File: src/rtl/mc_ctrl_pkg.sv
// Shared encodings for the multi-cycle MIPS-lite controller: opcodes, states, instruction classes and datapath select codes.
// Pure definitions: no latency or flow-control behaviour of its own.
package mc_ctrl_pkg;

    localparam logic [5:0] OP_RTYPE = 6'h00;
    localparam logic [5:0] OP_J     = 6'h02;
    localparam logic [5:0] OP_JAL   = 6'h03;
    localparam logic [5:0] OP_BEQ   = 6'h04;
    localparam logic [5:0] OP_ORI   = 6'h0D;
    localparam logic [5:0] OP_LUI   = 6'h0F;
    localparam logic [5:0] OP_LW    = 6'h23;
    localparam logic [5:0] OP_SW    = 6'h2B;

    localparam logic [5:0] FN_NOP   = 6'h00;
    localparam logic [5:0] FN_JR    = 6'h08;
    localparam logic [5:0] FN_ADDU  = 6'h21;
    localparam logic [5:0] FN_SUBU  = 6'h23;

    typedef enum logic [2:0] {
        S_FETCH  = 3'd0,
        S_DECODE = 3'd1,
        S_EXEC   = 3'd2,
        S_MEM    = 3'd3,
        S_WB     = 3'd4
    } state_t;

    typedef enum logic [3:0] {
        C_R_ALU   = 4'd0,
        C_I_ALU   = 4'd1,
        C_LOAD    = 4'd2,
        C_STORE   = 4'd3,
        C_BRANCH  = 4'd4,
        C_JUMP    = 4'd5,
        C_JAL     = 4'd6,
        C_JR      = 4'd7,
        C_NOP     = 4'd8,
        C_ILLEGAL = 4'd9
    } iclass_t;

    localparam logic [2:0] ALU_ADD  = 3'd0;
    localparam logic [2:0] ALU_SUB  = 3'd1;
    localparam logic [2:0] ALU_OR   = 3'd2;
    localparam logic [2:0] ALU_LUI  = 3'd3;

    localparam logic [1:0] EXT_ZERO  = 2'd0;
    localparam logic [1:0] EXT_SIGN  = 2'd1;
    localparam logic [1:0] EXT_UPPER = 2'd2;

    localparam logic [1:0] NPC_PC4  = 2'd0;
    localparam logic [1:0] NPC_BR   = 2'd1;
    localparam logic [1:0] NPC_JUMP = 2'd2;
    localparam logic [1:0] NPC_RS   = 2'd3;

    localparam logic [1:0] DST_RT   = 2'd0;
    localparam logic [1:0] DST_RD   = 2'd1;
    localparam logic [1:0] DST_RA   = 2'd2;

    localparam logic [1:0] WD_ALU   = 2'd0;
    localparam logic [1:0] WD_MDR   = 2'd1;
    localparam logic [1:0] WD_PC4   = 2'd2;

    typedef struct packed {
        logic       pc_we;
        logic       ir_we;
        logic       reg_we;
        logic [1:0] reg_dst;
        logic [1:0] wd_sel;
        logic       alu_src_b;
        logic [2:0] alu_op;
        logic [1:0] ext_op;
        logic       dm_we;
        logic [1:0] npc_sel;
        logic       instr_done;
        logic       illegal;
    } ctrl_t;

endpackage

File: src/rtl/mc_decode.sv
// Combinational op/func to instruction class, plus the ALU/extender setting that class uses in EXEC.
// Zero latency, no flow control.
module mc_decode
    import mc_ctrl_pkg::*;
(
    input  logic [5:0] op_i,
    input  logic [5:0] func_i,
    output logic [3:0] iclass_o,
    output logic [2:0] alu_op_o,
    output logic [1:0] ext_op_o
);

    iclass_t cls;

    always_comb begin
        cls      = C_ILLEGAL;
        alu_op_o = ALU_ADD;
        ext_op_o = EXT_ZERO;
        case (op_i)
            OP_RTYPE: begin
                case (func_i)
                    FN_NOP:  cls = C_NOP;
                    FN_JR:   cls = C_JR;
                    FN_ADDU: cls = C_R_ALU;
                    FN_SUBU: begin
                        cls      = C_R_ALU;
                        alu_op_o = ALU_SUB;
                    end
                    default: cls = C_ILLEGAL;
                endcase
            end
            OP_ORI: begin
                cls      = C_I_ALU;
                alu_op_o = ALU_OR;
            end
            OP_LUI: begin
                cls      = C_I_ALU;
                alu_op_o = ALU_LUI;
                ext_op_o = EXT_UPPER;
            end
            OP_LW: begin
                cls      = C_LOAD;
                ext_op_o = EXT_SIGN;
            end
            OP_SW: begin
                cls      = C_STORE;
                ext_op_o = EXT_SIGN;
            end
            OP_BEQ: begin
                cls      = C_BRANCH;
                alu_op_o = ALU_SUB;
            end
            OP_J:    cls = C_JUMP;
            OP_JAL:  cls = C_JAL;
            default: cls = C_ILLEGAL;
        endcase
    end

    assign iclass_o = cls;

endmodule

File: src/rtl/mc_ctrl.sv
// Multi-cycle MIPS-lite control FSM: FETCH/DECODE/EXEC/MEM/WB, 2..5 cycles per instruction plus FETCH_WAIT/MEM_WAIT stalls.
// No backpressure; stalls are fixed by parameters, and write enables are forced low while reset is high.
module mc_ctrl
    import mc_ctrl_pkg::*;
#(
    parameter int unsigned FETCH_WAIT = 0,
    parameter int unsigned MEM_WAIT   = 0
) (
    input  logic       clk,
    input  logic       reset,
    input  logic [5:0] op,
    input  logic [5:0] func,
    input  logic       zero,
    output logic       pc_we,
    output logic       ir_we,
    output logic       reg_we,
    output logic [1:0] reg_dst,
    output logic [1:0] wd_sel,
    output logic       alu_src_b,
    output logic [2:0] alu_op,
    output logic [1:0] ext_op,
    output logic       dm_we,
    output logic [1:0] npc_sel,
    output logic [2:0] state,
    output logic       instr_done,
    output logic       illegal
);

    localparam logic [3:0] FETCH_LAST = 4'(FETCH_WAIT);
    localparam logic [3:0] MEM_LAST   = 4'(MEM_WAIT);

    state_t     state_q;
    logic [3:0] cnt_q;
    logic [3:0] iclass_raw;
    logic [2:0] dec_alu_op;
    logic [1:0] dec_ext_op;
    iclass_t    iclass;
    ctrl_t      ctrl;

    mc_decode u_decode (
        .op_i     (op),
        .func_i   (func),
        .iclass_o (iclass_raw),
        .alu_op_o (dec_alu_op),
        .ext_op_o (dec_ext_op)
    );

    assign iclass = iclass_t'(iclass_raw);

    always_ff @(posedge clk) begin
        if (reset) begin
            state_q <= S_FETCH;
            cnt_q   <= '0;
        end else begin
            case (state_q)
                S_FETCH: begin
                    if (cnt_q == FETCH_LAST) begin
                        state_q <= S_DECODE;
                        cnt_q   <= '0;
                    end else begin
                        cnt_q <= cnt_q + 4'd1;
                    end
                end
                S_DECODE: begin
                    case (iclass)
                        C_NOP, C_JUMP, C_JAL, C_JR, C_ILLEGAL: state_q <= S_FETCH;
                        default:                               state_q <= S_EXEC;
                    endcase
                end
                S_EXEC: begin
                    case (iclass)
                        C_R_ALU, C_I_ALU: state_q <= S_WB;
                        C_LOAD, C_STORE:  state_q <= S_MEM;
                        default:          state_q <= S_FETCH;
                    endcase
                end
                S_MEM: begin
                    if (cnt_q == MEM_LAST) begin
                        state_q <= (iclass == C_LOAD) ? S_WB : S_FETCH;
                        cnt_q   <= '0;
                    end else begin
                        cnt_q <= cnt_q + 4'd1;
                    end
                end
                S_WB:    state_q <= S_FETCH;
                default: begin
                    state_q <= S_FETCH;
                    cnt_q   <= '0;
                end
            endcase
        end
    end

    // Moore decode: the IR is stable from DECODE onward, so class-dependent outputs never glitch mid-state.
    always_comb begin
        ctrl = '0;
        case (state_q)
            S_FETCH: begin
                if (cnt_q == FETCH_LAST) begin
                    ctrl.pc_we   = 1'b1;
                    ctrl.ir_we   = 1'b1;
                    ctrl.npc_sel = NPC_PC4;
                end
            end
            S_DECODE: begin
                case (iclass)
                    C_NOP: ctrl.instr_done = 1'b1;
                    C_JUMP: begin
                        ctrl.pc_we      = 1'b1;
                        ctrl.npc_sel    = NPC_JUMP;
                        ctrl.instr_done = 1'b1;
                    end
                    C_JAL: begin
                        ctrl.pc_we      = 1'b1;
                        ctrl.npc_sel    = NPC_JUMP;
                        ctrl.reg_we     = 1'b1;
                        ctrl.reg_dst    = DST_RA;
                        ctrl.wd_sel     = WD_PC4;
                        ctrl.instr_done = 1'b1;
                    end
                    C_JR: begin
                        ctrl.pc_we      = 1'b1;
                        ctrl.npc_sel    = NPC_RS;
                        ctrl.instr_done = 1'b1;
                    end
                    C_ILLEGAL: begin
                        ctrl.illegal    = 1'b1;
                        ctrl.instr_done = 1'b1;
                    end
                    default: ;
                endcase
            end
            S_EXEC: begin
                ctrl.alu_op    = dec_alu_op;
                ctrl.ext_op    = dec_ext_op;
                ctrl.alu_src_b = (iclass == C_I_ALU) || (iclass == C_LOAD) || (iclass == C_STORE);
                if (iclass == C_BRANCH) begin
                    ctrl.pc_we      = zero;
                    ctrl.npc_sel    = zero ? NPC_BR : NPC_PC4;
                    ctrl.instr_done = 1'b1;
                end
            end
            S_MEM: begin
                if ((iclass == C_STORE) && (cnt_q == MEM_LAST)) begin
                    ctrl.dm_we      = 1'b1;
                    ctrl.instr_done = 1'b1;
                end
            end
            S_WB: begin
                ctrl.reg_we     = 1'b1;
                ctrl.reg_dst    = (iclass == C_R_ALU) ? DST_RD : DST_RT;
                ctrl.wd_sel     = (iclass == C_LOAD) ? WD_MDR : WD_ALU;
                ctrl.instr_done = 1'b1;
            end
            default: ;
        endcase
    end

    assign pc_we      = ctrl.pc_we  & ~reset;
    assign ir_we      = ctrl.ir_we  & ~reset;
    assign reg_we     = ctrl.reg_we & ~reset;
    assign dm_we      = ctrl.dm_we  & ~reset;
    assign reg_dst    = ctrl.reg_dst;
    assign wd_sel     = ctrl.wd_sel;
    assign alu_src_b  = ctrl.alu_src_b;
    assign alu_op     = ctrl.alu_op;
    assign ext_op     = ctrl.ext_op;
    assign npc_sel    = ctrl.npc_sel;
    assign instr_done = ctrl.instr_done;
    assign illegal    = ctrl.illegal;
    assign state      = state_q;

endmodule

File: config.mk
export PLATFORM = sky130hd
export DESIGN_NAME = mc_ctrl
export DESIGN_NICKNAME = d
export VERILOG_FILES = /design/src/rtl/mc_ctrl_pkg.sv /design/src/rtl/mc_decode.sv /design/src/rtl/mc_ctrl.sv
export SDC_FILE = /design/constraint.sdc
export NUM_CORES = 1
export LEC_CHECK = 0
export ABC_AREA = 1
export BUFFER_PORTS_ARGS = -buffer_cell sky130_fd_sc_hd__buf_2
export CORE_UTILIZATION = 43
export DETAILED_ROUTE_END_ITERATION = 10
export PLACE_DENSITY = 0.75
export SETUP_SLACK_MARGIN = 0.1
export SYNTH_ARGS = -nofsm -noshare
export SYNTH_HDL_FRONTEND = slang
export SYNTH_HIERARCHICAL = 1
export SYNTH_SLANG_ARGS = --single-unit
File: constraint.sdc
create_clock -name clk -period 1.8 [get_ports clk]
set_input_delay 0.36 -clock clk [delete_from_list [all_inputs] [get_ports clk]]
set_output_delay 0.36 -clock clk [all_outputs]
set_load 0.005 [all_outputs]
==> results_dict.tcl, run 1 <==
set metrics [dict create \
    slowest_delay_ns 0.19 \
    pin_count 36 \
    stdcell_count 263 \
    wirelength_mm 3.819 \
    synth_area_sq_um 922.1 \
    worstPathArrival_ns 1.90 \
    hold_viol_final 0 \
    h-tree-depth 1 \
    hold_class "primary input to register" \
    ir_drop_mv 0.4784 \
    maxSlewViolCount 0 \
    root_buffer "clkbuf_4" \
    worst_ep_required_time_ns 1.44 \
    rr_worst_depth 9 \
    rsz0062_at_grt "true" \
    grt_overflow 0 \
    grt_pass1_wl_mm 5.285 \
    die-area_sq_um 2334 \
    final_common_cell "nand2_1" \
    multi_input_area_sq_um 843.3 \
    io_buffers 34 \
    cts_hold_buf 0 \
    status "complete, but fails checks" \
    regToRegSetupSlack_ns 0.55 \
    area_growth_pct 75.85 \
    clock_path_buffers 2 \
    drive_above_1_share 0.5466 \
    netSwitchingFraction 0.3770 \
    vias 1447 \
    clock-sinks 7 \
    ys_ff_latch 7 \
    yosys_warnings 6 \
    setup_tns_ns -4.758 \
    antenna_cells 0 \
    min_delay_path_depth 2 \
    track_usage 0.2821 \
    syn_nets 186 \
    rows 16 \
    insertion_delay_ns 0.27 \
    critPathSlowestCell "nor3_2" \
    path_class "primary input to output pin" \
    dp.cells 244 \
    finClkSkew_ns 0.007480 \
    antenna_found_initial 0 \
    grt_max_degree 11 \
    violations "setup timing" \
    routedWlPerCell_um 14.52 \
    final_nets 254 \
    drc 0 \
    cts_made_buffers 3 \
    min_period_ns 2.259 \
    yosys.cell_types.count 25 \
    nFillCells 128 \
    end_kind "output pin" \
    seqPwrFrac 0.303 \
    first_iter_violations 75 \
    p_int_w 0.0003341 \
    ant_nets 0 \
    start_util 0.4653 \
    mostFrequentLayoutCells "nand2_1 (31), buf_4 (30), buf_2 (28)" \
    clkPwrFrac 0.287 \
    synthCells 169 \
    fin_ws_ns -0.4591 \
    path_clk_slew_ns 0.06 \
    firstDrtPassIters 5 \
    worstSetupStartpointType "primary input" \
    power_w 0.0005363 \
    yosysSeqAreaShare 0.1520 \
    die_x_um 48.31 \
    grt_pass1_vias 1295 \
    whs_ns 0.3902 \
    cts_tree "yes" \
    setup_viol 14 \
    seqCellArea_sq_um 146.4 \
    hpwl_mm 2.118 \
    p_leak_nw 0.8313 \
    crit_chain "buf_4 -> nor2_4 -> nand2_2 -> nor2_4 -> nand2b_1 -> nand2_1 -> inv_2 -> nor3_2 -> nand2_1 -> a21oi_2 -> buf_2" \
    fmax_mhz 442.7 \
    max_cap_violations 0 \
    cp_max_fo 5 \
    syn_avg_cell_area_sq_um 5.456 \
    die_h_um 48.31 \
    viasPerCell 5.502 \
    gp_congestion 0.8465 \
    period_share 1.255 \
    p_comb_frac 0.410 \
    power.density_nw_per_um2 330.7 \
    p_switching_w 0.0002022 \
    core_sq_um 1982 \
]
timing repair:
action,4_1_cts,5_1_grt
gates cloned,0,0
resized for setup,33,32
setup buffers,9,6
endpoints found under the setup margin,14,18
pin swaps,20,26
cells in the mapped netlist (all sizes together):
cell type	n	area [sq um]
a21oi	7	35.03
buf	3	18.76
conb	1	3.750
dfxtp	7	140.1
ha	2	25.02
inv	29	108.9
nand2	42	165.2
nand2b	1	6.260
nand3	23	135.1
nand4	4	25.02
nor2	35	156.4
nor2b	1	6.260
nor3	10	71.32
o21ai	2	10.00
o22ai	1	6.260
xor2	1	8.760
worst paths after layout:
check,start,end
max reg2reg,cnt_q[0]$_SDFFE_PP0N_,state[1]$_SDFFE_PP0P_
max,op[0],reg_we
min,reset,cnt_q[0]$_SDFFE_PP0N_
min reg2reg,cnt_q[0]$_SDFFE_PP0N_,cnt_q[0]$_SDFFE_PP0N_
power by group through the flow:
stage          clock network [W]  logic (W)  registers, W
2_1_floorplan                  0  0.0000880      0.000166
3_3_place_gp                   0   0.000157      0.000167
3_5_place_dp                   0   0.000161      0.000167
4_1_cts                 0.000156   0.000190      0.000163
5_1_grt                 0.000164   0.000237      0.000162
6_report                0.000154   0.000220      0.000162
state kept, by name, summed over array words and instances (netlist names):
signal,cells
state,3
cnt_q,4
final cells by class:
cell class,instances,share of cell area
Inverter,29,0.07176
Clock buffer,4,0.01620
Multi-Input combinational cell,130,0.5201
Tap cell,27,0.02083
Timing Repair Buffer,66,0.2809
Sequential cell,7,0.09028
metal layers:
layer  part of all wire  GRT usage  vias up
met1               0.39     0.3212      659
met5                  0          0        -
li1                   -          -      665
met3              0.078    0.05346       23
met2               0.49     0.5070      100
met4              0.040     0.1275        0
worst max-delay path, delay by kind of cell:
family	cells	cell delay, ns
buf+inv	3	0.37
compound gates	1	0.18
simple gates	7	1.00
metrics by stage:
| step | instance area [sq um] | setup slack, ns | util |
|---|---|---|---|
| floorplan | 937.1 | 0.01912 | - |
| detailed placement | 1250 | -0.3444 | 0.6307 |
| global placement | 1250 | -0.3374 | 0.6307 |
| CTS | 1461 | -0.3375 | 0.7374 |
| global route | 1622 | -0.5724 | 0.8182 |
| finish | 1622 | -0.4591 | 0.8182 |
logic make-up (layout without fill, tap and decap cells):
kind of cell / after synthesis / in the layout / share of synthesized area
compound gates: 10 / 10 / 0.05562
xor+xnor: 1 / 1 / 0.009500
fa+ha+maj: 2 / 2 / 0.02713
buf+inv: 32 / 99 / 0.1384
flops: 7 / 7 / 0.1520
other cells: 1 / 1 / 0.004067
simple gates: 116 / 116 / 0.6133
Note: power is estimated with default switching activity, not from simulation.
==> inputs of run 2 (changes only) <==
--- a/config.mk
+++ b/config.mk
@@ -7,9 +7,9 @@
 export LEC_CHECK = 0
 export ABC_AREA = 1
 export BUFFER_PORTS_ARGS = -buffer_cell sky130_fd_sc_hd__buf_2
-export CORE_UTILIZATION = 43
+export CORE_UTILIZATION = 52
 export DETAILED_ROUTE_END_ITERATION = 10
-export PLACE_DENSITY = 0.75
+export PLACE_DENSITY = 0.85
 export SETUP_SLACK_MARGIN = 0.1
 export SYNTH_ARGS = -nofsm -noshare
 export SYNTH_HDL_FRONTEND = slang
==> constraint.sdc (replaced) <==
create_clock -name clk -period 2.8 [get_ports clk]
set_input_delay 0.56 -clock clk [delete_from_list [all_inputs] [get_ports clk]]
set_output_delay 0.56 -clock clk [all_outputs]
set_load 0.005 [all_outputs]
==> run 2 against run 1 <==
Total power is 47% lower. First-iteration DRC count is 49% lower. Utilization is 9.8 points lower. Critical path type unchanged. Combinational power is 60% lower. The run ends with DRC left. Sequential share of layout area is 3.3 points higher. Clock power is 42% lower. Clock skew is 0.0044 ns lower. Register-to-register slack better by 0.93 ns. Largest cell class unchanged. Die area is 17% lower.
==> results_dict.tcl, run 2 (synthesis gave the netlist of run 1 again) <==
set metrics [dict create \
    mostFrequentLayoutCells "nand2_1 (38), buf_2 (34), nor2_1 (29)" \
    vias 1140 \
    cp_max_fo 6 \
    maxSlewViolCount 0 \
    gp_congestion 0.9369 \
    regMostFlops "cnt_q" \
    worst_ep_required_time_ns 2.24 \
    die-area_sq_um 1946 \
    root_buffer "clkbuf_4" \
    area_growth_pct 23.07 \
    power.density_nw_per_um2 248.4 \
    finClkSkew_ns 0.003035 \
    antenna_cells 0 \
    grt_max_degree 11 \
    setup_tns_ns 0 \
    seqCellArea_sq_um 140.1 \
    rsz0062_at_grt "true" \
    final_util 0.7198 \
    status "complete, but fails checks" \
    routedWlPerCell_um 10.02 \
    die_x_um 44.11 \
    hp-start "cnt_q[3]$_SDFFE_PP0N_" \
    max_cap_violations 0 \
    h-tree-depth 1 \
    start_util 0.5849 \
    multi_input_area_sq_um 661.9 \
    clock_path_buffers 2 \
    rows 14 \
    pin_count 36 \
    nFillCells 122 \
    final_common_cell "nand2_1" \
    p_leak_nw 0.6169 \
    insertion_delay_ns 0.25 \
    die_h_um 44.11 \
    hold_class "register to register" \
    violations "DRC" \
    io_buffers 34 \
    core_sq_um 1577 \
    final_nets 223 \
    drive_above_1_share 0.2976 \
    cts_tree "yes" \
    fmax_mhz 381.2 \
    hpwl_mm 1.713 \
    setup_viol 0 \
    track_usage 0.2378 \
    hold_end "cnt_q[3]$_SDFFE_PP0N_" \
    min_period_ns 2.623 \
    firstDrtPassIters 7 \
    slowest_delay_ns 0.18 \
    path_class "primary input to output pin" \
    grt_pass1_wl_mm 3.622 \
    clock-sinks 7 \
    drc 4 \
    cts_made_buffers 3 \
    hold_viol_final 0 \
    grt_overflow 0 \
    worstPathArrival_ns 2.06 \
    largest_register_ffs 4 \
    min_delay_path_depth 2 \
    viasPerCell 5.158 \
    reg2reg_to "state[1]$_SDFFE_PP0P_" \
    path_clk_slew_ns 0.05 \
    period_share 0.9368 \
    first_iter_violations 38 \
    grt_pass1_vias 955 \
    regToRegSetupSlack_ns 1.48 \
    antenna_found_initial 0 \
    ir_drop_mv 0.2520 \
    ant_nets 0 \
    crit_top_cell "nor2_1" \
    reg2reg_from "cnt_q[0]$_SDFFE_PP0N_" \
    crit_chain "buf_2 -> nor2_4 -> nand2_1 -> nor2_2 -> nor2_2 -> nand2_2 -> nand3_2 -> inv_2 -> nand2_2 -> nor2_1 -> nand2_1 -> nor2_1 -> nor2_1 -> nor2_1 -> buf_2" \
    critPathSlowestCell "nor2_4" \
    end_kind "output pin" \
    rr_worst_depth 9 \
    wirelength_mm 2.215 \
    worstSetupStartpointType "primary input" \
]
[run 2: changes by cell type in the layout (fill, tap and decap cells not counted), moves of 7 or more]
cell,before,now
buf_4,30,1
inv_1,17,24
nand2_1,31,38
nand3_1,11,19
nand3_2,12,4
nor2_1,22,29
[run 2: stage by stage]
stage | setup WS [ns] | power, W | std cells | cell area, sq um | hold slack, ns
2_1_floorplan | 0.5536 | 0.0001615 | 169 | 922.1 | 0.4539
3_3_place_gp | 0.2654 | 0.0001894 | 216 | 1094 | 0.4676
3_5_place_dp | 0.2012 | 0.0001913 | 216 | 1094 | 0.5032
4_1_cts | 0.1998 | 0.0002809 | 220 | 1120 | 0.5109
5_1_grt | 0.05095 | 0.0003028 | 221 | 1135 | 0.5391
6_report | 0.1769 | 0.0002819 | 221 | 1135 | 0.5060
[run 2: timing repair]
item / in CTS / in global routing
hold buffers: 0 / 0
endpoints found under the setup margin: 0 / 4
resized for setup: 0 / 3
setup buffers: 0 / 1
[run 2: layout make-up]
type / count / area share
flip-flops and latches: 7 / 0.1235
repair buffers: 35 / 0.1566
inverters: 29 / 0.09592
well taps: 16 / 0.01764
multi-input cells: 130 / 0.5832
clock buffers: 4 / 0.02315
[run 2: worst max-delay path by stage]
stage	from	endpoint	slack, ns	cells past startpoint
floorplan	op[4]	pc_we	0.55	13
global placement	op[1]	pc_we	0.27	15
detailed placement	op[4]	pc_we	0.20	15
CTS	op[4]	pc_we	0.20	15
global route	op[4]	dm_we	0.05	13
finish	op[4]	pc_we	0.18	15
[run 2: report_power, final]
| group | internal [W] | switching (W) | total, W |
|---|---|---|---|
| Clock | 0.0000543 | 0.0000356 | 0.0000899 |
| Combinational | 0.0000314 | 0.0000557 | 0.0000870 |
| Sequential | 0.000102 | 0.00000328 | 0.000105 |
[run 2: layer usage]
metal	wire length, um	track usage
met1	999	0.2889
met2	1014	0.4147
met3	175	0.05306
met4	25	0.07273
met5	0	0
[run 2: critical path, delay by kind of cell]
family / cells / cell delay, ns
simple gates: 12 / 1.17
buf+inv: 3 / 0.34
